$ cat config.mk
export PLATFORM = sky130hd
export DESIGN_NAME = rggen_bit_field_rwc_counter_flat
export DESIGN_NICKNAME = d
export VERILOG_FILES = /design/src/rtl/rggen_bit_field_rwc_counter_if.sv /design/src/rtl/rggen_bit_field_rwc_counter.sv /design/src/flat_wrapper.sv
export SDC_FILE = /design/constraint.sdc
export NUM_CORES = 1
export LEC_CHECK = 0
export ABC_CLOCK_PERIOD_IN_PS = 3500
export BUFFER_PORTS_ARGS = -buffer_cell sky130_fd_sc_hd__buf_2
export CAP_MARGIN = 20
export CORE_MARGIN = 2
export CORE_UTILIZATION = 50
export CTS_CLUSTER_SIZE = 28
export DETAILED_ROUTE_END_ITERATION = 10
export GPL_TIMING_DRIVEN = 0
export HOLD_SLACK_MARGIN = 0.08
export PLACE_DENSITY = 0.87
export SETUP_SLACK_MARGIN = 0.02
export SYNTH_ARGS = -nofsm -noshare
export SYNTH_HDL_FRONTEND = slang
export SYNTH_HIERARCHICAL = 1
export SYNTH_SLANG_ARGS = --single-unit
$ cat constraint.sdc
create_clock -name i_clk -period 3.5 [get_ports i_clk]
set_input_delay 0.525 -clock i_clk [delete_from_list [all_inputs] [get_ports i_clk]]
set_output_delay 0.525 -clock i_clk [all_outputs]
set_load 0.02 [all_outputs]
$ cat src/rtl/rggen_bit_field_rwc_counter_if.sv
// Register-block bit field interface: the bus side drives valid/write_mask/write_data,
// and the field returns read_data/value.
interface rggen_bit_field_if #(
  parameter int WIDTH = 32
);
  logic             valid;
  logic [WIDTH-1:0] write_mask;
  logic [WIDTH-1:0] write_data;
  logic [WIDTH-1:0] read_data;
  logic [WIDTH-1:0] value;

  modport master (
    output valid, write_mask, write_data,
    input  read_data, value
  );

  modport bit_field (
    input  valid, write_mask, write_data,
    output read_data, value
  );
endinterface

$ cat src/rtl/rggen_bit_field_rwc_counter.sv
// Multi-channel event counter bit field: per-channel counters with masked software
// writes, hardware/read clear, sticky overflow flags and a registered interrupt.
module rggen_bit_field_rwc_counter_lane #(
  parameter int             CW          = 8,
  parameter logic [CW-1:0]  INIT        = '0,
  parameter bit             WRITE_FIRST = 1'b1,
  parameter bit             SATURATE    = 1'b1
)(
  input  logic          i_clk,
  input  logic          i_rst_n,
  input  logic          wr,
  input  logic          clr,
  input  logic          evt,
  input  logic [CW-1:0] mask,
  input  logic [CW-1:0] wdata,
  output logic [CW-1:0] value,
  output logic          overflow
);
  logic [CW-1:0] value_nxt;
  logic          ovf_set;
  logic          ovf_clr;

  function automatic logic [CW-1:0] incr(input logic [CW-1:0] v);
    if (&v) return SATURATE ? v : '0;
    return v + CW'(1);
  endfunction

  // A winning write swallows a coincident event; the flag set beats its clear.
  always_comb begin
    value_nxt = value;
    ovf_set   = 1'b0;
    ovf_clr   = wr || clr;
    if (wr && (WRITE_FIRST || !clr)) begin
      value_nxt = (wdata & mask) | (value & ~mask);
    end else if (clr) begin
      value_nxt = evt ? incr(INIT) : INIT;
      ovf_set   = evt && (&INIT);
    end else if (evt) begin
      value_nxt = incr(value);
      ovf_set   = &value;
    end
  end

  always_ff @(posedge i_clk or negedge i_rst_n) begin
    if (!i_rst_n) begin
      value    <= INIT;
      overflow <= 1'b0;
    end else begin
      value    <= value_nxt;
      overflow <= ovf_set || (overflow && !ovf_clr);
    end
  end
endmodule

module rggen_bit_field_rwc_counter #(
  parameter int                                  CHANNELS      = 4,
  parameter int                                  COUNT_WIDTH   = 8,
  parameter logic [CHANNELS*COUNT_WIDTH-1:0]     INITIAL_VALUE = '0,
  parameter bit                                  WRITE_FIRST   = 1'b1,
  parameter bit                                  READ_CLEAR    = 1'b0,
  parameter bit                                  SATURATE      = 1'b1
)(
  input  logic                            i_clk,
  input  logic                            i_rst_n,
  rggen_bit_field_if.bit_field            bit_field_if,
  input  logic [CHANNELS-1:0]             i_event,
  input  logic [CHANNELS-1:0]             i_clear,
  output logic [CHANNELS*COUNT_WIDTH-1:0] o_value,
  output logic [CHANNELS-1:0]             o_overflow,
  output logic                            o_irq
);
  logic [CHANNELS-1:0][COUNT_WIDTH-1:0] value;
  logic [CHANNELS-1:0][COUNT_WIDTH-1:0] mask;
  logic [CHANNELS-1:0][COUNT_WIDTH-1:0] wdata;
  logic                                 read;

  assign mask  = bit_field_if.write_mask;
  assign wdata = bit_field_if.write_data;
  assign read  = bit_field_if.valid && (bit_field_if.write_mask == '0);

  for (genvar c = 0; c < CHANNELS; c++) begin : g_ch
    logic wr;
    logic clr;
    assign wr  = bit_field_if.valid && (|mask[c]);
    assign clr = i_clear[c] || (READ_CLEAR && read);

    rggen_bit_field_rwc_counter_lane #(
      .CW          (COUNT_WIDTH),
      .INIT        (INITIAL_VALUE[c*COUNT_WIDTH +: COUNT_WIDTH]),
      .WRITE_FIRST (WRITE_FIRST),
      .SATURATE    (SATURATE)
    ) u_lane (
      .i_clk    (i_clk),
      .i_rst_n  (i_rst_n),
      .wr       (wr),
      .clr      (clr),
      .evt      (i_event[c]),
      .mask     (mask[c]),
      .wdata    (wdata[c]),
      .value    (value[c]),
      .overflow (o_overflow[c])
    );
  end

  // Reads see the pre-update count, so a read-clear returns the old value.
  assign o_value                = value;
  assign bit_field_if.value     = value;
  assign bit_field_if.read_data = value;

  always_ff @(posedge i_clk or negedge i_rst_n) begin
    if (!i_rst_n) o_irq <= 1'b0;
    else          o_irq <= |o_overflow;
  end
endmodule

$ cat src/flat_wrapper.sv
// flat-port wrapper written by rule: the top's interface ports become plain ports
module rggen_bit_field_rwc_counter_flat 
#(
  parameter int                                  CHANNELS      = 4,
  parameter int                                  COUNT_WIDTH   = 8,
  parameter logic [CHANNELS*COUNT_WIDTH-1:0]     INITIAL_VALUE = '0,
  parameter bit                                  WRITE_FIRST   = 1'b1,
  parameter bit                                  READ_CLEAR    = 1'b0,
  parameter bit                                  SATURATE      = 1'b1
)
  (i_clk, i_rst_n, i_event, i_clear, o_value, o_overflow, o_irq, bit_field_if_valid, bit_field_if_write_mask, bit_field_if_write_data, bit_field_if_read_data, bit_field_if_value);
  rggen_bit_field_if #(.WIDTH(32)) bit_field_if_i ();
  input  logic i_clk;
  input  logic i_rst_n;
  input  logic [CHANNELS-1:0] i_event;
  input  logic [CHANNELS-1:0] i_clear;
  output logic [CHANNELS*COUNT_WIDTH-1:0] o_value;
  output logic [CHANNELS-1:0] o_overflow;
  output logic o_irq;
  input wire logic [$bits(bit_field_if_i.valid)-1:0] bit_field_if_valid;
  input wire logic [$bits(bit_field_if_i.write_mask)-1:0] bit_field_if_write_mask;
  input wire logic [$bits(bit_field_if_i.write_data)-1:0] bit_field_if_write_data;
  output wire logic [$bits(bit_field_if_i.read_data)-1:0] bit_field_if_read_data;
  output wire logic [$bits(bit_field_if_i.value)-1:0] bit_field_if_value;
  assign bit_field_if_i.valid = bit_field_if_valid;
  assign bit_field_if_i.write_mask = bit_field_if_write_mask;
  assign bit_field_if_i.write_data = bit_field_if_write_data;
  assign bit_field_if_read_data = bit_field_if_i.read_data;
  assign bit_field_if_value = bit_field_if_i.value;
  rggen_bit_field_rwc_counter #(.CHANNELS(CHANNELS), .COUNT_WIDTH(COUNT_WIDTH), .INITIAL_VALUE(INITIAL_VALUE), .WRITE_FIRST(WRITE_FIRST), .READ_CLEAR(READ_CLEAR), .SATURATE(SATURATE)) u_core (.i_clk(i_clk), .i_rst_n(i_rst_n), .bit_field_if(bit_field_if_i), .i_event(i_event), .i_clear(i_clear), .o_value(o_value), .o_overflow(o_overflow), .o_irq(o_irq));
endmodule
After elaboration in Yosys (flattened, before gate mapping)
Cells that the tools add are included.

Flip-flop bits (word level): 37. Input bits: 75. Output and inout port bits: 101. Word-level logic and storage cells: 118.

Add/sub/neg operators: 4. Equal/unequal tests: 4. Muxes and demuxes: 48. Bitwise gates (word level): 16. Reduce and logical (&&, ||, !) cells: 37.

Operators with widths (count): $mux 8 (16); $and 8x8->8 (8); $add 8x1->8 const B (4); $mux 1 (32); $not 8->8 (4); $or 8x8->8 (4); $reduce_and 8->1 (4); $reduce_or 8->1 (4); $ne 4x4->1 const B (4); $reduce_bool 3->1 (4); $logic_and 1x1->1 (8); $logic_or 1x1->1 (8); $reduce_and 2->1 (4); $logic_not 1->1 (4); $reduce_or 4->1 (1).

Logic depth before layout (Yosys ltp)
Gate-level depths: netlist of run 1.

Depth after elaboration: 9. Depth in mapped cells: 7. Mapped depth without buffers: 6.

By module
Netlist of run 1, hierarchy kept.

By module, submodules not included: rggen_bit_field_rwc_counter_lane (times used 4, cells an instance 84, area each 694.4 um2, seq. area each 225.2 um2); rggen_bit_field_rwc_counter (times used 1, cells an instance 78, area each 593.1 um2, seq. area each 25.0 um2).

Worst setup path after synthesis of run 1
No wires, ideal clock.

Path kind: in2reg. From: input bit_field_if_write_mask[5]. To: register (tool-made name). Arrival: 1.643 ns. Required time: 3.371 ns. Setup slack: 1.728 ns. Cell stages on the path: 6. Cells stage by stage: nor4_1 a21boi_0 nor2_1 nand3_1 a31oi_1 a31oi_1.

RTL lines: start, declared (RTL line flat_wrapper.sv:21) `input wire logic [$bits(bit_field_if_i.write_mask)-1:0] bit_field_if_write_mask;`.

==> results.env, run 1 <==
STATUS='finished clean'
CRIT_PATH_FREQUENT_CELL='a31oi_1'
FINISH.NET_COUNT=675
YOSYSUNIQUECELLTYPES=37
HOLD_VIOLATIONS=0
VIA_PER_INST=5.59
PORT-BUFFER-COUNT=175
FIRST_PASS_DETAILED_ROUTE_ITERATION_TOTAL=5
CORE_UM2=6420
POWERDENSITY_nW_PER_UM2=374
FIRST_ITER_VIOLATIONS=154
SHARE_OF_THE_SYNTHESIZED_AREA_IN_THE_TOP_CELL_TYPE=0.275
CLOCK-SKEW-FINAL_PS=1.90
IO_PINS=176
POST_ROUTE_ANT_NETS=0
MAX_CAP_VIOL_COUNT=0
FINALSETUPTNS_PS=0
YS_FF_LATCH=37
POWER.STATIC_LEAKAGE_nW=2.36
CTSHTREEMAXLEVEL=2
WL_PER_CELL_UM=14.1
CLOCK.FMAX_MHz=477
DIE-AREA_UM2=7410
PATH_MAX_FANOUT=8
VIAS=3770
NUMBER_OF_ROWS_IN_THE_CORE_AREA=29
FINAL.PERIOD_UTILIZATION=0.598
WL_UM=9470
SLOWEST_CELL_ON_THE_CRITICAL_PATH='nor2_1'
OVERFLOW=0
NETLIST_AREA_UM2=3370
GRT_USAGE=0.244
SEQ_AREA_FRAC_SYNTH=0.275
CRITPATHLAUNCHTYPE='input pin'
CP_SLOWEST_STAGE_DELAY_PS=480
DRCVIOLATIONCOUNT=0
CRIT_FAMILY='simple AND/OR/NAND/NOR gates'
CTS_HOLD_BUFFERS=0
CLOCK_BUFFER_DEPTH=2
SYNTH_FA_HA_AREA_FRAC=0.0148
CTS_BUFFERS=5
GRT_FIRST_PASS_WIRELENGTH_UM=15100
SYNTH.LARGEST_AREA_CELL='dfrtp_1'
POST_SYNTH_MAIN_AREA_CONTRIBUTORS='dfrtp_1 (27%), buf_4 (15%), nand2_1 (5.8%)'
GRT_START_MAX_NET_PINS=38
WORSTHOLDPATHTYPE='in2async'
ENDPOINT_KIND='register'
SYNTH_MUX_AREA_FRAC=0.0564
CTS.CLK_SLEW.WORST_PATHS_PS=80
DRV_SLEW=0
SYNTH_INSTANCES=414
TIMING.CRITICAL_PATH.ARRIVAL_PS=2260
SYNTH.AVG_CELL_AREA_UM2=8.14
HPWLAFTERDP_UM=7180
POSTCTSSETUPBUFFERS=0
CRIT_CHAIN='buf_2 -> nor4_1 -> a21boi_0 -> nor2_1 -> nand3_1 -> a31oi_1 -> a31oi_1'
CTS_TREE='built'
CRITICAL_PATH_CLASS='in2reg'
WORSTSKEWPAIRLATENCY_PS=280
FINAL.MIN_CLOCK_PERIOD_PS=2090
DRIVE_ABOVE_1_SHARE=0.481
CLOCKROOTBUFFER='clkbuf_8'
DIE_Y_UM=86.1
GRT_SETUP_UNREPAIRED='false'
FILL_CELLS=539
CLOCK_SINK_COUNT=37
COMPOUND_CELL_AREA_SHARE_OF_THE_YOSYS_NETLIST=0.202
CP.REQUIRED_PS=3670
POST_SYNTH_XOR_AREA_FRACTION=0.0312
ANTENNA-DIODE-COUNT=0
CRITPATHBUFINV=1
SETUP_VIOL_COUNT_FINAL=0
SYNTH_TOP_FAMILY_BY_AREA='simple AND/OR/NAND/NOR gates'
PEAKVDDDROP_mV=0.219
YS_WARN_COUNT=6
ACTUAL_TRANSITION_AT_THE_WORST_MAX_TRANSITION_PIN_PS=862
VIA_COUNT_OF_THE_FIRST_GLOBAL_ROUTING_PASS=3451
FRACTION_OF_THE_MAPPED_NETLIST_AREA_IN_SIMPLE_LOGIC_GATES=0.232
LAYOUT-AREA-OVERHEAD-VS-SYNTH_PCT=31.8
INITIAL_CORE_UTIL=0.525
POST_LAYOUT_UTIL=0.692
DIE_X_UM=86.1
ANTENNA_VIOLATIONS_BEFORE_REPAIR=0
MAXSLEWHEADROOM=0.425
GP_CONGESTION=0.909
CTS.REPAIR.RESIZED=0
SYNTHESIS.NETS=493
## cell usage after synthesis, drive strengths merged
| cell | count |
|---|---|
| a211oi | 4 |
| a21bo | 4 |
| a21boi | 4 |
| a21oi | 16 |
| a22o | 4 |
| a22oi | 4 |
| a2bb2oi | 4 |
| a31oi | 24 |
| and3 | 12 |
| and4 | 4 |
| buf | 76 |
| dfrtp | 37 |
| ha | 4 |
| inv | 16 |
| mux2 | 12 |
| mux2i | 4 |
| nand2 | 52 |
| nand2b | 8 |
| nand3 | 20 |
| nand4 | 4 |
| nor2 | 12 |
| nor2b | 8 |
| nor3 | 8 |
| nor4 | 12 |
| o21a | 4 |
| o21ai | 24 |
| o311a | 4 |
| o31ai | 8 |
| or3 | 8 |
| or4 | 1 |
| xnor2 | 8 |
| xor2 | 4 |
## worst reg2reg max path, delay by kind of cell (launching register included)
family / cells / cell delay (ps)
fa+ha+maj: 1 / 320
compound gates: 3 / 630
simple gates: 1 / 220
flops: 1 / 480
## final timing paths
path                                                start  slack, ps                              to  cells after the start
hold / removal                                    i_rst_n        340      asynchronous set/reset pin                      1
max in group asynchronous                         i_rst_n       2610      asynchronous set/reset pin                      1
hold reg to reg            u_core/g_ch[0].u_lane/overflow        540                    u_core/o_irq                      1
setup reg to reg                                 register       1730                        register                      5
setup / recovery               bit_field_if_write_mask[5]       1410                        register                      7
min in group i_clk                             i_clear[2]        500  u_core/g_ch[2].u_lane/overflow                      2
## final cells by class
cell class	instances	area [µm²]	area share
tap	77	96.3	0.0217
clock buffer	7	96.3	0.0217
inverter	16	60.1	0.0135
sequential	37	926	0.208
buffer	76	576	0.130
timing repair buffer	175	876	0.197
clock inverter	1	5.00	0.00113
multi-input combinational	285	1810	0.407
## power by group
group	switching [mW]	total [mW]	leakage, nW	internal [mW]
Sequential	0.0909	0.563	0.465	0.472
Combinational	0.411	0.766	1.84	0.355
Clock	0.155	0.334	0.0542	0.178
## kinds of logic (layout without fill, tap and decap cells)
logic type / count (synthesis) / in the layout
multiplexers: 16 / 16
XOR/XNOR: 12 / 12
AO/OA/AOI/OAI: 104 / 104
adder cells (fa/ha/maj): 4 / 4
flip-flops: 37 / 37
AND/OR/NAND/NOR: 149 / 149
buffers and inverters: 92 / 275
## cell usage in the layout (no fill, tap or decap), types with 7 or more instances in the layout
cell type / Yosys / final
a21oi_1: 16 / 16
a31oi_1: 24 / 24
and3_1: 8 / 8
buf_2: 4 / 179
buf_4: 68 / 68
clkbuf_8: 0 / 7
dfrtp_1: 37 / 37
inv_1: 16 / 16
mux2_2: 8 / 8
nand2_1: 52 / 52
nand2b_1: 8 / 8
nand3_1: 16 / 16
nor2_1: 12 / 12
nor2b_1: 8 / 8
nor3_1: 8 / 8
nor4_1: 12 / 12
o21ai_0: 24 / 24
o31ai_1: 8 / 8
or3_1: 8 / 8
xnor2_1: 8 / 8
## routing by layer
| layer | vias to the layer above | GRT usage | wire [µm] |
|---|---|---|---|
| met1 | 1724 | 0.298 | 3810 |
| met4 | 0 | 0.0909 | 165 |
| met2 | 212 | 0.434 | 4690 |
| met3 | 21 | 0.0346 | 809 |
| li1 | 1813 | - | - |
| met5 | - | 0 | 0 |
## stage by stage
stage	total power [mW]	instances	hold WS, ps	area [µm²]	worst slack (ps)
final	1.66	674	335	4440	1410
after global routing	1.76	674	414	4440	1280
after CTS	1.67	674	379	4440	1530
after detailed placement	1.33	666	534	4340	1220
after global placement	1.31	666	566	4340	1260
after floorplan	1.08	414	229	3370	1730
No activity file was read; power rests on OpenSTA's default activity.
==> run 2: changes to the inputs <==
--- a/config.mk
+++ b/config.mk
@@ -5,16 +5,17 @@
 export SDC_FILE = /design/constraint.sdc
 export NUM_CORES = 1
 export LEC_CHECK = 0
-export ABC_CLOCK_PERIOD_IN_PS = 3500
+export ABC_AREA = 1
+export ABC_CLOCK_PERIOD_IN_PS = 1900
 export BUFFER_PORTS_ARGS = -buffer_cell sky130_fd_sc_hd__buf_2
 export CAP_MARGIN = 20
 export CORE_MARGIN = 2
-export CORE_UTILIZATION = 50
+export CORE_UTILIZATION = 43
 export CTS_CLUSTER_SIZE = 28
 export DETAILED_ROUTE_END_ITERATION = 10
 export GPL_TIMING_DRIVEN = 0
 export HOLD_SLACK_MARGIN = 0.08
-export PLACE_DENSITY = 0.87
+export PLACE_DENSITY = 0.78
 export SETUP_SLACK_MARGIN = 0.02
 export SYNTH_ARGS = -nofsm -noshare
 export SYNTH_HDL_FRONTEND = slang
==> constraint.sdc (replaced) <==
create_clock -name i_clk -period 1.9 [get_ports i_clk]
set_input_delay 0.285 -clock i_clk [delete_from_list [all_inputs] [get_ports i_clk]]
set_output_delay 0.285 -clock i_clk [all_outputs]
set_load 0.02 [all_outputs]
==> run 2 against run 1 <==
Register-to-register slack worse by 1300 ps; power is 62% higher; count of clock-buffer cells in the layout is the same; cell area is 6.3% higher; sequential power grew 77%; utilization is 12 points lower; flip-flop and latch count unchanged; combinational power rose by 49%; clock skew grew 2.4 ps; final cell count grew 27%; non-clock buffer count fell by 8; hold slack got worse by 210 ps.
==> results.env, run 2 <==
STATUS='finished clean'
ANTENNA-DIODE-COUNT=0  # unchanged
ENDPOINT_KIND='register'
YS_WARN_COUNT=6  # unchanged
SEQ_POWER_SHARE=0.368  # +0.029
CP.REQUIRED_PS=2080  # -1590 ps
CTS.CLK_SLEW.WORST_PATHS_PS=70  # about the same
CRITPATHLAUNCHTYPE='register'
POSTSYNTH.ASYNCRESETSHARE=1.00  # unchanged
FINALSETUPTNS_PS=0  # unchanged
DRIVE_ABOVE_1_SHARE=0.385  # -0.0959
CLOCK_SINK_COUNT=37  # unchanged
CTS_TREE='built'
SYNTH.LARGEST_AREA_CELL='dfrtp_1'
WL_UM=9810  # +3.6%
CLOCKROOTBUFFER='clkbuf_8'
CORE_UM2=8220  # +28%
DIE-AREA_UM2=9190  # +24%
SYNTH_INSTANCES=569  # +37%
POSTCTSSETUPBUFFERS=0  # unchanged
GRT_START_MAX_NET_PINS=38  # unchanged
PLACED_CELLS=849  # +27%
NUMBER_OF_ROWS_IN_THE_CORE_AREA=33  # +14%
GRT_SETUP_UNREPAIRED='false'
POWERDENSITY_nW_PER_UM2=572  # +53%
SWITCHINGPOWER_mW=1.07  # +63%
VIA_COUNT_OF_THE_FIRST_GLOBAL_ROUTING_PASS=3458  # +0.20%
MOST-COMMON-LAYOUT-CELLS='nand2_1 (185), buf_2 (175), nor2_1 (78)'
WORST_HOLD_SLACK_PS=125  # -210 ps
SYNTH.AVG_CELL_AREA_UM2=6.38  # -22%
DIE_Y_UM=95.9  # +11%
DOMINANT_REGISTER_CELL_IN_THE_SYNTHESIZED_NETLIST='dfrtp_1'
FIRST_PASS_DETAILED_ROUTE_ITERATION_TOTAL=5  # unchanged
IO_PINS=176  # unchanged
DRV_SLEW=0  # unchanged
SETUP_VIOL_COUNT_FINAL=0  # unchanged
DRCVIOLATIONCOUNT=0  # unchanged
FINAL.PERIOD_UTILIZATION=0.793
OVERFLOW=0  # unchanged
VIAS=4160  # +10%
SYNTHESIS.NETS=648  # +31%
PATH_MAX_FANOUT=10  # +2
TOTAL_POWER_mW=2.70  # +62%
CTS_HOLD_BUFFERS=0  # unchanged
WORSTSKEWPAIRLATENCY_PS=280  # about the same
FIRST_ITER_VIOLATIONS=123  # -20%
YS_FF_LATCH=37  # unchanged
NETLIST_AREA_UM2=3630  # +7.6%
COMBINATIONAL_POWER_SHARE=0.422  # -0.039
GRT_USAGE=0.204  # -0.0404
SHARE_OF_THE_SYNTHESIZED_AREA_IN_THE_TOP_CELL_TYPE=0.255  # -0.0195
FINALINSTANCEAREA_UM2=4720  # +6.3%
CLOCK.FMAX_MHz=664
PWR-SHARE-CLK=0.210  # +0.009
PORT-BUFFER-COUNT=175  # unchanged
ACTUAL_TRANSITION_AT_THE_WORST_MAX_TRANSITION_PIN_PS=908  # +46.0 ps
MAX_CAP_VIOL_COUNT=0  # unchanged
SWITCHING_PART_OF_THE_TOTAL=0.396  # about the same
INITIAL_CORE_UTIL=0.442  # -0.0832
CTSHTREEMAXLEVEL=2  # unchanged
WL_PER_CELL_UM=11.5  # -18%
LAYOUT.CELLS.MOST_COMMON='nand2_1'
WORSTHOLDPATHTYPE='in2async'
HPWLAFTERDP_UM=7650  # +6.5%
GP_CONGESTION=0.859  # -5.4%
DIE_X_UM=95.9  # +11%
MAXSLEWHEADROOM=0.395  # -0.0307
CRITICAL_PATH_CLASS='reg2reg'
POST_SYNTH_MAIN_AREA_CONTRIBUTORS='dfrtp_1 (26%), nand2_1 (19%), buf_4 (14%)'
FINAL.MIN_CLOCK_PERIOD_PS=1510
VIA_PER_INST=4.86  # -13%
CTS_BUFFERS=5  # unchanged
GRT_FIRST_PASS_WIRELENGTH_UM=15100  # +0.14%
CLOCK-SKEW-FINAL_PS=4.32  # +2.42 ps
SYNTH-EDFF-COUNT=0  # unchanged
LAYOUT-AREA-OVERHEAD-VS-SYNTH_PCT=30.1
DETAILED_PLACE.AREA_UM2=4640  # +6.7%
CTS.REPAIR.RESIZED=0  # unchanged
FINISH.NET_COUNT=830  # +23%
P_INT_mW=1.63  # +62%
POWER.STATIC_LEAKAGE_nW=2.82  # +20%
HOLD_VIOLATIONS=0  # unchanged
STDCELL_COUNT=856  # +27%
SYNTH.MOST_COMMON_CELL='nand2_1'
YOSYSUNIQUECELLTYPES=18  # -51%
TIMING.CRITICAL_PATH.ARRIVAL_PS=1690  # -570 ps
YS_TOP_CELLS_BY_COUNT='nand2_1 (185), nor2_1 (78), nand3_1 (72)'
ANTENNA_VIOLATIONS_BEFORE_REPAIR=0  # unchanged
CLOCK_BUFFER_DEPTH=2  # unchanged
POST_ROUTE_ANT_NETS=0  # unchanged
SEQ_AREA_FRAC_SYNTH=0.255  # -0.0195
PEAKVDDDROP_mV=0.342  # +56%
[run 2: cell count changes after synthesis, moves of 9 or more]
cell	before	now
nand2_1	52	185
nor2_1	12	78
nand3_1	16	72
a31oi_1	24	0
or2_1	0	20
nor2_4	0	12
nor4_1	12	0
inv_1	16	25
[run 2: layer usage]
metal	routed length (µm)	vias up	track usage
met5	0	-	0
met4	54	0	0.0512
met3	800	8	0.0337
met2	4830	180	0.355
met1	4130	1866	0.262
li1	-	2106	-
[run 2: critical path, stage by stage (launching register included)]
cell and delay, ps:
dfrtp_1 490, ha_1 230, nand2_2 110, nor2_4 160, nand3_4 90, nand2_4 110
inv_4 70, nand3_1 80, nand2_1 50
[run 2: power by group through the flow]
stage                     registers, mW  logic, mW  clock network (mW)
after floorplan                    1.06      0.687                   0
after global routing               1.01       1.25               0.630
after CTS                         0.995       1.14               0.596
after detailed placement           1.01       1.14                   0
final                             0.994       1.14               0.567
after global placement             1.00       1.12                   0
[run 2: cell families (layout without fill, tap and decap cells)]
| logic type | count (synthesis) | in the layout | synth area share |
|---|---|---|---|
| AO/OA/AOI/OAI | 40 | 40 | 0.0607 |
| adder cells (fa/ha/maj) | 4 | 4 | 0.0138 |
| buffers and inverters | 105 | 287 | 0.182 |
| flip-flops | 37 | 37 | 0.255 |
| AND/OR/NAND/NOR | 383 | 383 | 0.489 |
[run 2: area by class of cell]
cell class                 instances  area [µm²]
sequential                        37         926
fill                             804        3490
tap                              105         131
clock buffer                       7        86.3
buffer                            68         510
multi-input combinational        427        2040
inverter                          37         149
timing repair buffer             175         876
[run 2: path summary, 6_finish.rpt]
kind	endpoint	slack (ps)	cells after the start
worst max-delay path	register	390	8
min in group i_clk	register	330	5
worst min register to register	u_core/o_irq	500	2
worst max register to register	register	390	8
max in group asynchronous	asynchronous set/reset pin	1200	1
worst min-delay path	asynchronous set/reset pin	130	1
[run 2: per-stage QoR]
| stage | util | setup WS, ps |
|---|---|---|
| floorplan | - | 467 |
| global placement | 0.564 | 327 |
| detailed placement | 0.564 | 299 |
| CTS | 0.575 | 403 |
| global route | 0.575 | 259 |
| finish | 0.575 | 394 |
